`config.mk`:
```
export PLATFORM = sky130hd
export DESIGN_NAME = lcd_driver_flat
export DESIGN_NICKNAME = d
export VERILOG_FILES = /design/src/rtl/lcd_pkg.sv /design/src/rtl/lcd_if.sv /design/src/rtl/lcd_fifo.sv /design/src/rtl/lcd_driver.sv /design/src/flat_wrapper.sv
export SDC_FILE = /design/constraint.sdc
export NUM_CORES = 1
export LEC_CHECK = 0
export CORE_ASPECT_RATIO = 0.8
export CORE_MARGIN = 3
export CORE_UTILIZATION = 40
export CTS_BUF_LIST = sky130_fd_sc_hd__clkbuf_8
export DETAILED_ROUTE_END_ITERATION = 8
export GPL_ROUTABILITY_DRIVEN = 0
export SLEW_MARGIN = 10
export SYNTH_ARGS = -nofsm -noshare
export SYNTH_HDL_FRONTEND = slang
export SYNTH_SLANG_ARGS = --single-unit
```
`constraint.sdc`:
```
create_clock -name clk -period 2.45 [get_ports clk]
set_input_delay 0.735 -clock clk [delete_from_list [all_inputs] [get_ports clk]]
set_output_delay 0.735 -clock clk [all_outputs]
set_load 0.02 [all_outputs]
```
`src/rtl/lcd_pkg.sv`:
```
// Shared definitions for the LCD port: FSM state encoding, HD44780 command bytes
// and the power-on init sequence used when LCD_INIT_EN is defined.
package lcd_pkg;

  typedef enum logic [2:0] {
    ST_IDLE,
    ST_SETUP,
    ST_PULSE,
    ST_HOLD,
    ST_WAIT
`ifdef LCD_INIT_EN
    , ST_INIT
`endif
  } lcd_state_t;

  localparam logic [7:0] LCD_CMD_CLEAR     = 8'h01;
  localparam logic [7:0] LCD_CMD_HOME      = 8'h02;
  localparam logic [7:0] LCD_CMD_FUNC_8BIT = 8'h38;
  localparam logic [7:0] LCD_CMD_DISP_ON   = 8'h0C;
  localparam logic [7:0] LCD_CMD_ENTRY     = 8'h06;

  localparam int INIT_ROM_LEN = 4;

  function automatic logic [7:0] init_rom(input logic [1:0] idx);
    case (idx)
      2'd0:    return LCD_CMD_FUNC_8BIT;
      2'd1:    return LCD_CMD_DISP_ON;
      2'd2:    return LCD_CMD_CLEAR;
      default: return LCD_CMD_ENTRY;
    endcase
  endfunction

  // Clear and home are the only commands that need the long execution wait.
  function automatic logic is_long_cmd(input logic rs, input logic [7:0] data);
    return !rs && ((data == LCD_CMD_CLEAR) || (data == LCD_CMD_HOME));
  endfunction

  function automatic int max_int(input int a, input int b);
    return (a > b) ? a : b;
  endfunction

endpackage

```
`src/rtl/lcd_if.sv`:
```
// Byte-push handshake between the MMIO write decoder (master) and lcd_driver (slave).
interface lcd_if;
  logic       wr_valid;
  logic       wr_rs;
  logic [7:0] wr_data;
  logic       wr_ready;

  modport master (output wr_valid, output wr_rs, output wr_data, input wr_ready);
  modport slave  (input wr_valid, input wr_rs, input wr_data, output wr_ready);
endinterface

```
`src/rtl/lcd_fifo.sv`:
```
// Small synchronous FIFO holding {rs, data} entries; no fall-through, so a byte
// pushed into an empty queue becomes visible the cycle after the push.
module lcd_fifo #(
  parameter int DEPTH = 4,
  parameter int WIDTH = 9
) (
  input  logic                     clk,
  input  logic                     rst_n,
  input  logic                     push,
  input  logic                     pop,
  input  logic [WIDTH-1:0]         wr_data,
  output logic [WIDTH-1:0]         rd_data,
  output logic                     full,
  output logic                     empty,
  output logic [$clog2(DEPTH):0]   count
);

  localparam int AW = $clog2(DEPTH);

  logic [WIDTH-1:0] mem [DEPTH];
  logic [AW-1:0]    wr_ptr;
  logic [AW-1:0]    rd_ptr;
  logic             do_push;
  logic             do_pop;

  assign full    = (count == (AW+1)'(DEPTH));
  assign empty   = (count == '0);
  assign do_push = push && !full;
  assign do_pop  = pop && !empty;
  assign rd_data = mem[rd_ptr];

  // Pointers are exactly log2(DEPTH) wide, so they wrap on their own.
  always_ff @(posedge clk or negedge rst_n) begin
    if (!rst_n) begin
      wr_ptr <= '0;
      rd_ptr <= '0;
      count  <= '0;
    end else begin
      if (do_push) wr_ptr <= wr_ptr + AW'(1);
      if (do_pop)  rd_ptr <= rd_ptr + AW'(1);
      if (do_push && !do_pop)      count <= count + (AW+1)'(1);
      else if (do_pop && !do_push) count <= count - (AW+1)'(1);
    end
  end

  always_ff @(posedge clk) begin
    if (do_push) mem[wr_ptr] <= wr_data;
  end

endmodule

```
`src/rtl/lcd_driver.sv`:
```
// Replays queued command/data bytes onto an HD44780-style bus with hardware
// setup/strobe/hold/execution timing. Optional power-on init: LCD_INIT_EN.
module lcd_driver
  import lcd_pkg::*;
#(
  parameter int FIFO_DEPTH        = 4,
  parameter int SETUP_CYCLES      = 2,
  parameter int PULSE_CYCLES      = 4,
  parameter int HOLD_CYCLES       = 2,
  parameter int CMD_WAIT_CYCLES   = 2000,
  parameter int CLEAR_WAIT_CYCLES = 80000
) (
  input  logic                        clk,
  input  logic                        rst_n,
  lcd_if.slave                        wr,
  output logic                        busy,
  output logic [$clog2(FIFO_DEPTH):0] fifo_count,
  output logic [7:0]                  lcd_data,
  output logic                        lcd_rs,
  output logic                        lcd_rw,
  output logic                        lcd_e
);

  localparam int T_MAX = max_int(max_int(max_int(SETUP_CYCLES, PULSE_CYCLES),
                                         max_int(HOLD_CYCLES, CMD_WAIT_CYCLES)),
                                 CLEAR_WAIT_CYCLES);
  localparam int TW = $clog2(T_MAX + 1);

  localparam logic [TW-1:0] SETUP_LOAD = TW'(SETUP_CYCLES - 1);
  localparam logic [TW-1:0] PULSE_LOAD = TW'(PULSE_CYCLES - 1);
  localparam logic [TW-1:0] HOLD_LOAD  = TW'(HOLD_CYCLES - 1);
  localparam logic [TW-1:0] CMD_LOAD   = TW'(CMD_WAIT_CYCLES - 1);
  localparam logic [TW-1:0] CLEAR_LOAD = TW'(CLEAR_WAIT_CYCLES - 1);

  lcd_state_t  state;
  logic [TW-1:0] timer;
  logic          fifo_empty;
  logic          fifo_full;
  logic          fifo_pop;
  logic [8:0]    fifo_rd;

`ifdef LCD_INIT_EN
  logic [2:0]    init_idx;
`endif

  assign fifo_pop    = (state == ST_IDLE) && !fifo_empty;
  assign wr.wr_ready = !fifo_full;
  assign busy        = !fifo_empty || (state != ST_IDLE);
  assign lcd_rw      = 1'b0;

  lcd_fifo #(
    .DEPTH (FIFO_DEPTH),
    .WIDTH (9)
  ) u_fifo (
    .clk     (clk),
    .rst_n   (rst_n),
    .push    (wr.wr_valid),
    .pop     (fifo_pop),
    .wr_data ({wr.wr_rs, wr.wr_data}),
    .rd_data (fifo_rd),
    .full    (fifo_full),
    .empty   (fifo_empty),
    .count   (fifo_count)
  );

  // Each phase loads the timer with its length minus one and advances when it hits zero.
  always_ff @(posedge clk or negedge rst_n) begin
    if (!rst_n) begin
      lcd_data <= 8'h00;
      lcd_rs   <= 1'b0;
      lcd_e    <= 1'b0;
`ifdef LCD_INIT_EN
      state    <= ST_INIT;
      timer    <= CLEAR_LOAD;
      init_idx <= '0;
`else
      state    <= ST_IDLE;
      timer    <= '0;
`endif
    end else begin
      case (state)
`ifdef LCD_INIT_EN
        ST_INIT: begin
          if (timer != '0) begin
            timer <= timer - TW'(1);
          end else begin
            lcd_rs   <= 1'b0;
            lcd_data <= init_rom(init_idx[1:0]);
            init_idx <= init_idx + 3'd1;
            timer    <= SETUP_LOAD;
            state    <= ST_SETUP;
          end
        end
`endif
        ST_IDLE: begin
          if (!fifo_empty) begin
            lcd_rs   <= fifo_rd[8];
            lcd_data <= fifo_rd[7:0];
            timer    <= SETUP_LOAD;
            state    <= ST_SETUP;
          end
        end
        ST_SETUP: begin
          if (timer != '0) begin
            timer <= timer - TW'(1);
          end else begin
            lcd_e <= 1'b1;
            timer <= PULSE_LOAD;
            state <= ST_PULSE;
          end
        end
        ST_PULSE: begin
          if (timer != '0) begin
            timer <= timer - TW'(1);
          end else begin
            lcd_e <= 1'b0;
            timer <= HOLD_LOAD;
            state <= ST_HOLD;
          end
        end
        ST_HOLD: begin
          if (timer != '0) begin
            timer <= timer - TW'(1);
          end else begin
            timer <= is_long_cmd(lcd_rs, lcd_data) ? CLEAR_LOAD : CMD_LOAD;
            state <= ST_WAIT;
          end
        end
        ST_WAIT: begin
          if (timer != '0) begin
            timer <= timer - TW'(1);
          end else begin
`ifdef LCD_INIT_EN
            state <= (init_idx != 3'(INIT_ROM_LEN)) ? ST_INIT : ST_IDLE;
`else
            state <= ST_IDLE;
`endif
          end
        end
        default: begin
          lcd_e <= 1'b0;
          state <= ST_IDLE;
        end
      endcase
    end
  end

endmodule

```
`src/flat_wrapper.sv`:
```
// flat-port wrapper written by rule: the top's interface ports become plain ports
module lcd_driver_flat import lcd_pkg::*;
#(
  parameter int FIFO_DEPTH        = 4,
  parameter int SETUP_CYCLES      = 2,
  parameter int PULSE_CYCLES      = 4,
  parameter int HOLD_CYCLES       = 2,
  parameter int CMD_WAIT_CYCLES   = 2000,
  parameter int CLEAR_WAIT_CYCLES = 80000
)
  (clk, rst_n, busy, fifo_count, lcd_data, lcd_rs, lcd_rw, lcd_e, wr_wr_valid, wr_wr_rs, wr_wr_data, wr_wr_ready);
  lcd_if wr_i ();
  input  logic clk;
  input  logic rst_n;
  output logic busy;
  output logic [$clog2(FIFO_DEPTH):0] fifo_count;
  output logic [7:0] lcd_data;
  output logic lcd_rs;
  output logic lcd_rw;
  output logic lcd_e;
  input wire logic [$bits(wr_i.wr_valid)-1:0] wr_wr_valid;
  input wire logic [$bits(wr_i.wr_rs)-1:0] wr_wr_rs;
  input wire logic [$bits(wr_i.wr_data)-1:0] wr_wr_data;
  output wire logic [$bits(wr_i.wr_ready)-1:0] wr_wr_ready;
  assign wr_i.wr_valid = wr_wr_valid;
  assign wr_i.wr_rs = wr_wr_rs;
  assign wr_i.wr_data = wr_wr_data;
  assign wr_wr_ready = wr_i.wr_ready;
  lcd_driver #(.FIFO_DEPTH(FIFO_DEPTH), .SETUP_CYCLES(SETUP_CYCLES), .PULSE_CYCLES(PULSE_CYCLES), .HOLD_CYCLES(HOLD_CYCLES), .CMD_WAIT_CYCLES(CMD_WAIT_CYCLES), .CLEAR_WAIT_CYCLES(CLEAR_WAIT_CYCLES)) u_core (.clk(clk), .rst_n(rst_n), .wr(wr_i), .busy(busy), .fifo_count(fifo_count), .lcd_data(lcd_data), .lcd_rs(lcd_rs), .lcd_rw(lcd_rw), .lcd_e(lcd_e));
endmodule
```
==> impl_metrics.env, run 1 <==
export IMPL_wl_per_cell_um=17.1
export IMPL_crit_arrival_ns=1.57
export IMPL_cts_root_buf="clkbuf_8"
export IMPL_finalCritPeriodShare_pct=94.2
export IMPL_cts_tree="built"
export IMPL_dieArea_um2=10200
export IMPL_outcome="finished clean"
export IMPL_globalRouteOverflowTotal=0
export IMPL_fin_area_um2=4350
export IMPL_regArea_um2=2010
export IMPL_rsz0062_at_grt="no"
export IMPL_multi_input_area_um2=1510
export IMPL_clk_pin_slew_ns=0.08
export IMPL_dp_hpwl_um=5720
export IMPL_placed_area_um2=4180
export IMPL_final_common_cell="dfrtp_1"
export IMPL_cp_cell_sequence="or3_1, nor2_1, inv_1, clkbuf_2"
export IMPL_irDropWorstVdd_mv=0.542
export IMPL_fin_worst_skew_ns=0.00891
export IMPL_antenna_found_initial=0
export IMPL_fp_dieH_um=91.1
export IMPL_drt_first_pass_iters=4
export IMPL_power_density_nw_per_um2=663
export IMPL_path_delay_family="simple AND/OR/NAND/NOR gates"
export IMPL_hold_buffers=0
export IMPL_hold_class="input pin to asynchronous set/reset pin"
export IMPL_cts_setup_buffers=0
export IMPL_rows=30
export IMPL_via_per_inst=5.56
export IMPL_crit_slowest_cell="or3_1"
export IMPL_synth_ff_type="dfrtp_1"
export IMPL_fillers=765
export IMPL_drc=0
export IMPL_die_width_um=112
export IMPL_critPathBufInv=2
export IMPL_slew_violations=0
export IMPL_cp_slowest_stage_delay_ns=0.39
export IMPL_cp_max_fo=5
export IMPL_grt_use_total_pct=16.5
export IMPL_synth_seq_cells=73
export IMPL_routed_via_count=2591
export IMPL_yosysWarnings=0
export IMPL_clk_latency_ns=0.34
export IMPL_finalCriticalPeriod_ns=2.31
export IMPL_setup_viol=0
export IMPL_async_reset_ff_share_pct=50.7
export IMPL_io_pins=28
export IMPL_layout_nets=368
export IMPL_areaGrowthSynthToFinish_pct=20.0
export IMPL_layout_common_cells="37 x dfrtp_1, 36 x edfxtp_1, 29 x buf_4, 23 x nor2_1, 23 x clkdlybuf4s50_1"
export IMPL_syn_inst=294
export IMPL_insertedDiodeCount=0
export IMPL_maxCapViolCount=0
export IMPL_maxSlewHeadroom_pct=60.6
export IMPL_critPathRequiredTime_ns=1.71
export IMPL_netlist_area_um2=3620
export IMPL_endpoint_kind="output port"
export IMPL_ys_types=66
export IMPL_coreArea_um2=8630
export IMPL_finalHoldViolCount=0
export IMPL_first_global_vias=2559
export IMPL_port_buffers=26
export IMPL_seq_area_frac_synth_pct=55.4
export IMPL_syn_area_per_cell_um2=12.3
export IMPL_worst_pin_slew_ns=0.589
export IMPL_startpoint_type="register"
export IMPL_clock_sinks=73
export IMPL_max_freq_ghz=0.433
export IMPL_drt_iter0_drc=223
export IMPL_cts_max_level=3
export IMPL_finalWirelength_um=7950
export IMPL_synth_edf_count=36
export IMPL_synth_fp_nets=313
export IMPL_clk_path_buf_depth=2
export IMPL_grt_pass1_wl_um=13300
export IMPL_grt_start_max_net_pins=38
export IMPL_numCtsBuffers=9
export IMPL_crit_type="register to output port"
export IMPL_drive_gt1_share_pct=22.0
export IMPL_p_total_mw=2.88
export IMPL_leakagePower_nw=1.70
export IMPL_start_util_pct=41.9
export IMPL_ant_nets=0
==> report_power, final <==
| group | switching [mW] | internal (mW) | leakage (nW) |
|---|---|---|---|
| Sequential | 0.0471 | 1.46 | 0.763 |
| Combinational | 0.295 | 0.263 | 0.850 |
| Clock | 0.449 | 0.365 | 0.0884 |
==> cell type report <==
type	instances	share of cell area, %
Multi-Input combinational cell	198	34.8
Clock buffer	9	2.85
Inverter	12	1.04
Sequential cell	73	46.2
Timing Repair Buffer	55	10.8
Tap cell	112	3.22
Clock inverter	7	1.07
==> final timing paths <==
check                                       startpoint  slack (ns)                to  cells past startpoint
worst min register to register         u_core.timer[0]        0.53   u_core.timer[0]                      1
worst max register to register         u_core.timer[0]        0.16  u_core.timer[14]                      9
max in group asynchronous                        rst_n        1.67   u_core.timer[0]                      2
worst max-delay path            u_core.u_fifo.count[1]        0.14              busy                      4
worst min-delay path                             rst_n        0.44  u_core.timer[10]                      2
min in group clk                       u_core.timer[0]        0.53   u_core.timer[0]                      1
==> synth_stat cells, types with 2 or more instances <==
| cell type | count | area, um2 |
|---|---|---|
| mux2_2 | 10 | 113 |
| mux4_2 | 9 | 203 |
| o31ai_2 | 2 | 25.0 |
| ha_1 | 6 | 75.1 |
| a31oi_1 | 2 | 12.5 |
| xnor2_1 | 5 | 43.8 |
| a21o_1 | 5 | 37.5 |
| inv_1 | 12 | 45.0 |
| a41oi_1 | 3 | 26.3 |
| nor4_1 | 3 | 18.8 |
| nor3_1 | 9 | 45.0 |
| a211o_1 | 2 | 17.5 |
| o31ai_1 | 3 | 22.5 |
| nor2_1 | 23 | 86.3 |
| a21oi_1 | 11 | 55.1 |
| nor4_4 | 2 | 42.5 |
| and3_1 | 4 | 25.0 |
| and2_1 | 2 | 12.5 |
| clkbuf_1 | 4 | 15.0 |
| dfrtp_1 | 37 | 926 |
| buf_2 | 3 | 15.0 |
| xor2_1 | 3 | 26.3 |
| a211oi_1 | 2 | 15.0 |
| o21ai_0 | 12 | 60.1 |
| edfxtp_1 | 36 | 1080 |
| or3_1 | 4 | 25.0 |
| or4_1 | 3 | 22.5 |
| nand3_1 | 9 | 45.0 |
| o211ai_1 | 3 | 22.5 |
| nand2_1 | 20 | 75.1 |
| o21ai_1 | 10 | 50.1 |
==> repair_timing <==
action,CTS,global route
endpoints found under the setup margin,1,4
resized for setup,2,3
pin swaps,0,1
==> metrics by stage <==
stage / setup WS, ns / utilization, % / hold WS (ns) / std cells / TNS, ns
after global routing: 0.0137 / 50.3 / 0.474 / 466 / 0
after floorplan: 0.0777 / - / 0.439 / 294 / 0
after global placement: 0.00130 / 48.4 / 0.504 / 450 / 0
after CTS: 0.00251 / 50.3 / 0.449 / 466 / 0
final: 0.142 / 50.3 / 0.436 / 466 / 0
after detailed placement: -0.105 / 48.4 / 0.518 / 450 / -0.131
==> flip-flops by register name, indices dropped and copies added (netlist names) <==
name,cells
u_core.timer,17
u_core.state,3
u_core.u_fifo.mem,36
u_core.lcd_e,1
u_core.lcd_rs,1
u_core.u_fifo.rd_ptr,2
u_core.u_fifo.wr_ptr,2
u_core.lcd_data,8
u_core.u_fifo.count,3
==> routing by layer <==
| metal | global-route usage (%) | up-vias | share of wire (%) |
|---|---|---|---|
| met2 | 23.4 | 85 | 44 |
| li1 | - | 1224 | - |
| met4 | 5.21 | 0 | 1.1 |
| met3 | 3.53 | 10 | 6.4 |
| met5 | 0 | - | 0 |
| met1 | 25.0 | 1272 | 49 |
==> worst reg2reg max path: stages, from the launching register on <==
cell and delay (ns):
dfrtp_1 0.42, inv_1 0.07, ha_1 0.21, nor3b_1 0.21, buf_4 0.17, nand3_4 0.15, nor2_1 0.39, nor2_1 0.19
a41oi_1 0.28, a41oi_1 0.07
==> cells by family after synthesis <==
group           synth area share [%]
other cells                    0.104
mux                             8.99
simple gates                    14.9
fa+ha+maj                       2.63
flops                           55.4
xor+xnor                        1.94
buf+inv                         2.83
compound gates                  13.2
Power figures use the tool's default switching activity.
==> inputs of run 2 (changes only) <==
ABC_CLOCK_PERIOD_IN_PS = 2450   (was unset)
CORE_UTILIZATION = 25   (was 40)
RECOVER_POWER = 100   (was unset)
==> run 2 against run 1 <==
  * Design area is 0.29% higher
  * Combinational power shrank 9.5%
  * Core utilization fell by 19 points
  * Global-route usage shrank 5.5 points
  * Hold slack improved by 0.090 ns
  * Sequential power about the same
  * Sequential share of layout area fell by 0.13 points
  * Final cell count rose by 14%
  * Largest power group unchanged
  * Routed wire length is 5.3% higher
  * Via count rose by 0.23%
  * Flip-flop and latch count stayed put
==> impl_metrics.env, run 2 (same netlist as run 1, synthesis figures left out) <==
export IMPL_outcome="finished clean"
export IMPL_antenna_found_initial=0
export IMPL_routed_via_count=2597
export IMPL_power_density_nw_per_um2=643
export IMPL_tns_ns=0
export IMPL_grt_pass1_wl_um=13900
export IMPL_hold_class="register to register"
export IMPL_endpoint_kind="output port"
export IMPL_rows=38
export IMPL_regMostFlops="u_core.u_fifo.mem"
export IMPL_dp_hpwl_um=6160
export IMPL_fin_worst_skew_ns=0.0133
export IMPL_setup_viol=0
export IMPL_crit_start="u_core.u_fifo.count[1]"
export IMPL_seqPwrFrac_pct=54.0
export IMPL_clock_sinks=73
export IMPL_fin_area_um2=4360
export IMPL_layout_nets=367
export IMPL_cts_max_level=3
export IMPL_p_total_mw=2.80
export IMPL_drive_gt1_share_pct=18.7
export IMPL_finalWirelength_um=8370
export IMPL_fillers=1366
export IMPL_final_common_cell="dfrtp_1"
export IMPL_reg_top3="u_core.u_fifo.mem x36, u_core.timer x17, u_core.lcd_data x8"
export IMPL_finalCriticalPeriod_ns=2.30
export IMPL_cp_max_fo=5
export IMPL_start_util_pct=26.2
export IMPL_first_global_vias=2612
export IMPL_rsz0062_at_grt="no"
export IMPL_port_buffers=26
export IMPL_areaGrowthSynthToFinish_pct=20.4
export IMPL_max_freq_ghz=0.435
export IMPL_hold_buffers=0
export IMPL_finalHoldViolCount=0
export IMPL_insertedDiodeCount=0
export IMPL_grt_use_total_pct=11.0
export IMPL_io_pins=28
export IMPL_critPathRequiredTime_ns=1.71
export IMPL_power_internal_mw=2.03
export IMPL_combinationalPowerShare_pct=18.1
export IMPL_via_per_inst=4.87
export IMPL_cts_root_buf="clkbuf_8"
export IMPL_placed_area_um2=4250
export IMPL_layout_common_cells="37 x dfrtp_1, 36 x edfxtp_1, 22 x nor2_1, 22 x dlygate4sd3_1, 20 x nand2_1"
export IMPL_finalCritPeriodShare_pct=93.9
export IMPL_swShare_pct=27.4
export IMPL_maxSlewHeadroom_pct=3.85
export IMPL_wl_per_cell_um=15.7
export IMPL_clk_pin_slew_ns=0.07
export IMPL_clockPowerShare_pct=28.0
export IMPL_cts_tree="built"
export IMPL_drt_iter0_drc=282
export IMPL_drc=0
export IMPL_globalRouteOverflowTotal=0
export IMPL_fp_dieH_um=114
export IMPL_largest_register_ffs=36
export IMPL_leakagePower_nw=1.66
export IMPL_coreArea_um2=13800
export IMPL_startpoint_type="register"
export IMPL_crit_type="register to output port"
export IMPL_drt_first_pass_iters=5
export IMPL_grt_start_max_net_pins=25
export IMPL_irDropWorstVdd_mv=0.511
export IMPL_numCtsBuffers=9
export IMPL_slew_violations=0
export IMPL_rr_startpoint="u_core.timer[0]"
export IMPL_dieArea_um2=16000
export IMPL_utilization_pct=31.5
export IMPL_ant_nets=0
export IMPL_die_width_um=141
export IMPL_worst_pin_slew_ns=1.44
export IMPL_crit_arrival_ns=1.57
export IMPL_clk_path_buf_depth=2
export IMPL_power_switching_uw=768
export IMPL_clk_latency_ns=0.35
export IMPL_min_from="u_core.timer[12]"
export IMPL_maxCapViolCount=0
==> run 2: changes by cell type in the layout (fill, tap and decap cells not counted), moves of 2 or more <==
cell / before / now
buf_4: 29 / 17
clkinv_2: 1 / 3
o21ai_1: 10 / 7
o21ai_0: 12 / 15
clkbuf_4: 0 / 2
dlygate4sd3_1: 0 / 22
clkbuf_1: 0 / 11
clkdlybuf4s50_1: 23 / 1
==> run 2: final timing paths <==
path | endpoint | slack, ns | cells past startpoint
max in group asynchronous | u_core.timer[9] | 0.70 | 2
hold reg to reg | u_core.timer[12] | 0.53 | 1
min in group asynchronous | u_core.timer[1] | 0.72 | 1
hold / removal | u_core.timer[12] | 0.53 | 1
setup / recovery | fifo_count[1] | 0.15 | 2
setup reg to reg | u_core.timer[11] | 0.15 | 7
==> run 2: layer usage <==
| layer | part of all wire, % | routed length, um | track usage [%] |
|---|---|---|---|
| met4 | 1.7 | 146 | 3.74 |
| met2 | 43 | 3620 | 16.2 |
| met5 | 0 | 0 | 0 |
| met1 | 48 | 4040 | 15.6 |
| met3 | 6.7 | 563 | 2.85 |
==> run 2: metrics by stage <==
stage | setup WS [ns] | hold WS, ns | cells
2_1_floorplan | 0.0777 | 0.439 | 294
3_3_place_gp | -0.0159 | 0.501 | 517
3_5_place_dp | -0.102 | 0.514 | 517
4_1_cts | 0.0357 | 0.409 | 533
5_1_grt | 0.0120 | 0.561 | 533
6_report | 0.149 | 0.526 | 533
==> run 2: power by group through the flow <==
stage	sequential, mW	combinational (mW)	clock [mW]
after detailed placement	1.54	0.561	0
final	1.51	0.506	0.784
after global routing	1.53	0.568	0.874
after CTS	1.51	0.568	0.809
after global placement	1.53	0.551	0
after floorplan	1.58	0.246	0
==> run 2: area by class of cell <==
type / count / area (um2) / area share (%)
clock buffers: 9 / 124 / 2.84
inverters: 12 / 45.0 / 1.03
well taps: 180 / 225 / 5.17
multi-input cells: 198 / 1500 / 34.4
repair buffers: 54 / 419 / 9.62
flip-flops and latches: 73 / 2010 / 46.1
clock inverters: 7 / 38.8 / 0.890
==> run 2: critical path: stages (launching register included) <==
cell and delay, ns:
dfrtp_1 0.35, clkbuf_1 0.23, clkdlybuf4s50_1 0.65
==> run 2: what timing repair did <==
| action | CTS | global route |
|---|---|---|
| hold endpoints to repair | 0 | 0 |
| gates resized for setup | 3 | 5 |
| buffers inserted | 0 | 0 |
| setup endpoints to repair | 1 | 6 |
==> inputs of run 3 (changes only) <==
ABC_CLOCK_PERIOD_IN_PS = 2100   (was 2450)
CORE_ASPECT_RATIO = 1.1   (was 0.8)
clock period = 2.1 ns   (was 2.45 ns; I/O delays follow)
==> run 3 against run 2 <==
  * The run now ends with negative setup slack left
  * First-iteration DRC count decreased by 63%
  * Highest routed layer unchanged
  * Final cell count grew 7.7%
  * Clock power increased by 54%
  * Largest power group unchanged
  * Design area rose by 11%
  * Flip-flop and latch count stayed put
  * Sequential power grew 17%
  * Register-to-register slack got worse by 0.15 ns
  * Via count is 5.0% higher
  * Non-clock buffer count increased by 32
==> impl_metrics.env, run 3 (same netlist as run 1, synthesis figures left out) <==
export IMPL_finalHoldViolCount=0
export IMPL_grt_start_max_net_pins=38
export IMPL_worst_pin_slew_ns=0.968
export IMPL_insertedDiodeCount=0
export IMPL_globalRouteOverflowTotal=0
export IMPL_violations="negative setup slack"
export IMPL_cp_cell_sequence="buf_4, buf_4, or4_4, nor2_4, a21oi_1, o21ai_1, o21ai_1, a221o_1"
export IMPL_startpoint_type="register"
export IMPL_drt_first_pass_iters=4
export IMPL_rows=45
export IMPL_first_global_vias=2806
export IMPL_outcome="finished with violations"
export IMPL_layout_nets=400
export IMPL_fin_area_um2=4860
export IMPL_busiest_layer="met2"
export IMPL_start_util_pct=25.9
export IMPL_p_total_mw=3.64
export IMPL_grt_pass1_wl_um=14100
export IMPL_hold_class="input pin to asynchronous set/reset pin"
export IMPL_max_freq_ghz=0.476
export IMPL_setup_viol=1
export IMPL_clk_latency_ns=0.35
export IMPL_finalCritPeriodShare_pct=100
export IMPL_slew_violations=0
export IMPL_fillers=1437
export IMPL_fp_dieH_um=132
export IMPL_finalWirelength_um=8650
export IMPL_cts_tree="built"
export IMPL_clock_sinks=73
export IMPL_maxSlewHeadroom_pct=35.5
export IMPL_critPathRequiredTime_ns=2.32
export IMPL_reg_top3="u_core.u_fifo.mem x36, u_core.timer x17, u_core.lcd_data x8"
export IMPL_leakagePower_nw=1.88
export IMPL_numCtsBuffers=9
export IMPL_cts_max_level=3
export IMPL_via_per_inst=4.75
export IMPL_layout_setup_ws_ns=-0.000934
export IMPL_drive_gt1_share_pct=34.5
export IMPL_cp_slowest_stage_delay_ns=0.46
export IMPL_io_pins=28
export IMPL_grt_use_total_pct=11.1
export IMPL_areaGrowthSynthToFinish_pct=34.2
export IMPL_regMostFlops="u_core.u_fifo.mem"
export IMPL_finalCriticalPeriod_ns=2.10
export IMPL_irDropWorstVdd_mv=0.542
export IMPL_crit_type="register to register"
export IMPL_grtUsageMet1_pct=13.4
export IMPL_placed_area_um2=4530
export IMPL_maxCapViolCount=0
export IMPL_wl_per_cell_um=15.1
export IMPL_fin_worst_skew_ns=0.00933
export IMPL_cts_root_buf="clkbuf_8"
export IMPL_drt_iter0_drc=105
export IMPL_port_buffers=26
export IMPL_clk_path_buf_depth=2
export IMPL_grtUsageMet2_pct=19.2
export IMPL_die_width_um=121
export IMPL_antenna_found_initial=0
export IMPL_rsz0062_at_grt="yes"
export IMPL_endpoint_kind="register"
export IMPL_routed_via_count=2727
export IMPL_clk_pin_slew_ns=0.08
export IMPL_tns_ns=-0.000934
export IMPL_dp_hpwl_um=6120
export IMPL_cp_max_fo=5
export IMPL_grtUsageMet3_pct=2.79
export IMPL_dieArea_um2=16000
export IMPL_crit_arrival_ns=2.32
export IMPL_power_density_nw_per_um2=750
export IMPL_drc=0
export IMPL_largest_register_ffs=36
export IMPL_hold_buffers=0
export IMPL_crit_slowest_cell="or4_4"
export IMPL_ant_nets=0
export IMPL_dp_slack_ns=-0.390
export IMPL_coreArea_um2=14000
export IMPL_final_common_cell="buf_4"
export IMPL_layout_common_cells="50 x buf_4, 37 x dfrtp_1, 36 x edfxtp_1, 18 x nor2_1, 18 x nand2_1"
==> run 3: cell count changes in the layout (fill, tap and decap cells not counted), moves of 4 or more <==
cell / before / now
buf_4: 17 / 50
dlygate4sd3_1: 22 / 9
clkdlybuf4s50_1: 1 / 7
o21ai_0: 15 / 10
buf_6: 0 / 4
inv_1: 13 / 9
nor2_1: 22 / 18
==> run 3: final cells by class <==
cell class                      count  area, um2  area share [%]
Clock buffer                        9        124            2.55
Inverter                           12       47.5           0.979
Timing Repair Buffer               86        667            13.7
Clock inverter                      7       93.8            1.93
Sequential cell                    73       2010            41.3
Multi-Input combinational cell    199       1680            34.6
Tap cell                          188        235            4.84
==> run 3: repair_timing <==
item	CTS	global route
buffers inserted	0	9
cloned	0	1
pin swaps	1	9
setup endpoints to repair	16	25
gates resized for setup	19	36
==> run 3: final timing paths <==
check / start / slack (ns) / cells past startpoint / endpoint
max in group asynchronous: rst_n / 0.98 / 2 / u_core.lcd_rs
min: rst_n / 0.52 / 2 / u_core.timer[5]
min in group clk: u_core.lcd_data[2] / 0.53 / 1 / u_core.lcd_data[2]
max reg2reg: u_core.timer[0] / -0.0009 / 8 / u_core.timer[9]
min reg2reg: u_core.lcd_data[2] / 0.53 / 1 / u_core.lcd_data[2]
max: u_core.timer[0] / -0.0009 / 8 / u_core.timer[9]
==> run 3: where the power goes <==
part	internal, mW	total, mW	switching (mW)
clock	0.669	1.21	0.540
combinational	0.296	0.669	0.373
sequential	1.71	1.76	0.0563
==> run 3: critical path: cells and delay by family, from the launching register on <==
family,cells,cell delay (ns)
AOI/OAI and AO/OA,4,0.72
and+or+nand+nor,2,0.61
DFF,1,0.38
buffers and inverters,2,0.27
==> run 3: stage by stage <==
| step | hold WS, ns | std cells | util (%) |
|---|---|---|---|
| floorplan | 0.334 | 294 | - |
| global placement | 0.500 | 548 | 32.4 |
| detailed placement | 0.525 | 548 | 32.4 |
| CTS | 0.240 | 564 | 34.3 |
| global route | 0.562 | 574 | 34.8 |
| finish | 0.521 | 574 | 34.8 |
==> run 3: routing by layer <==
metal	up-vias	share of wire, %
li1	1286	-
met1	1370	41
met2	59	53
met3	12	4.2
met4	0	1.7
met5	-	0
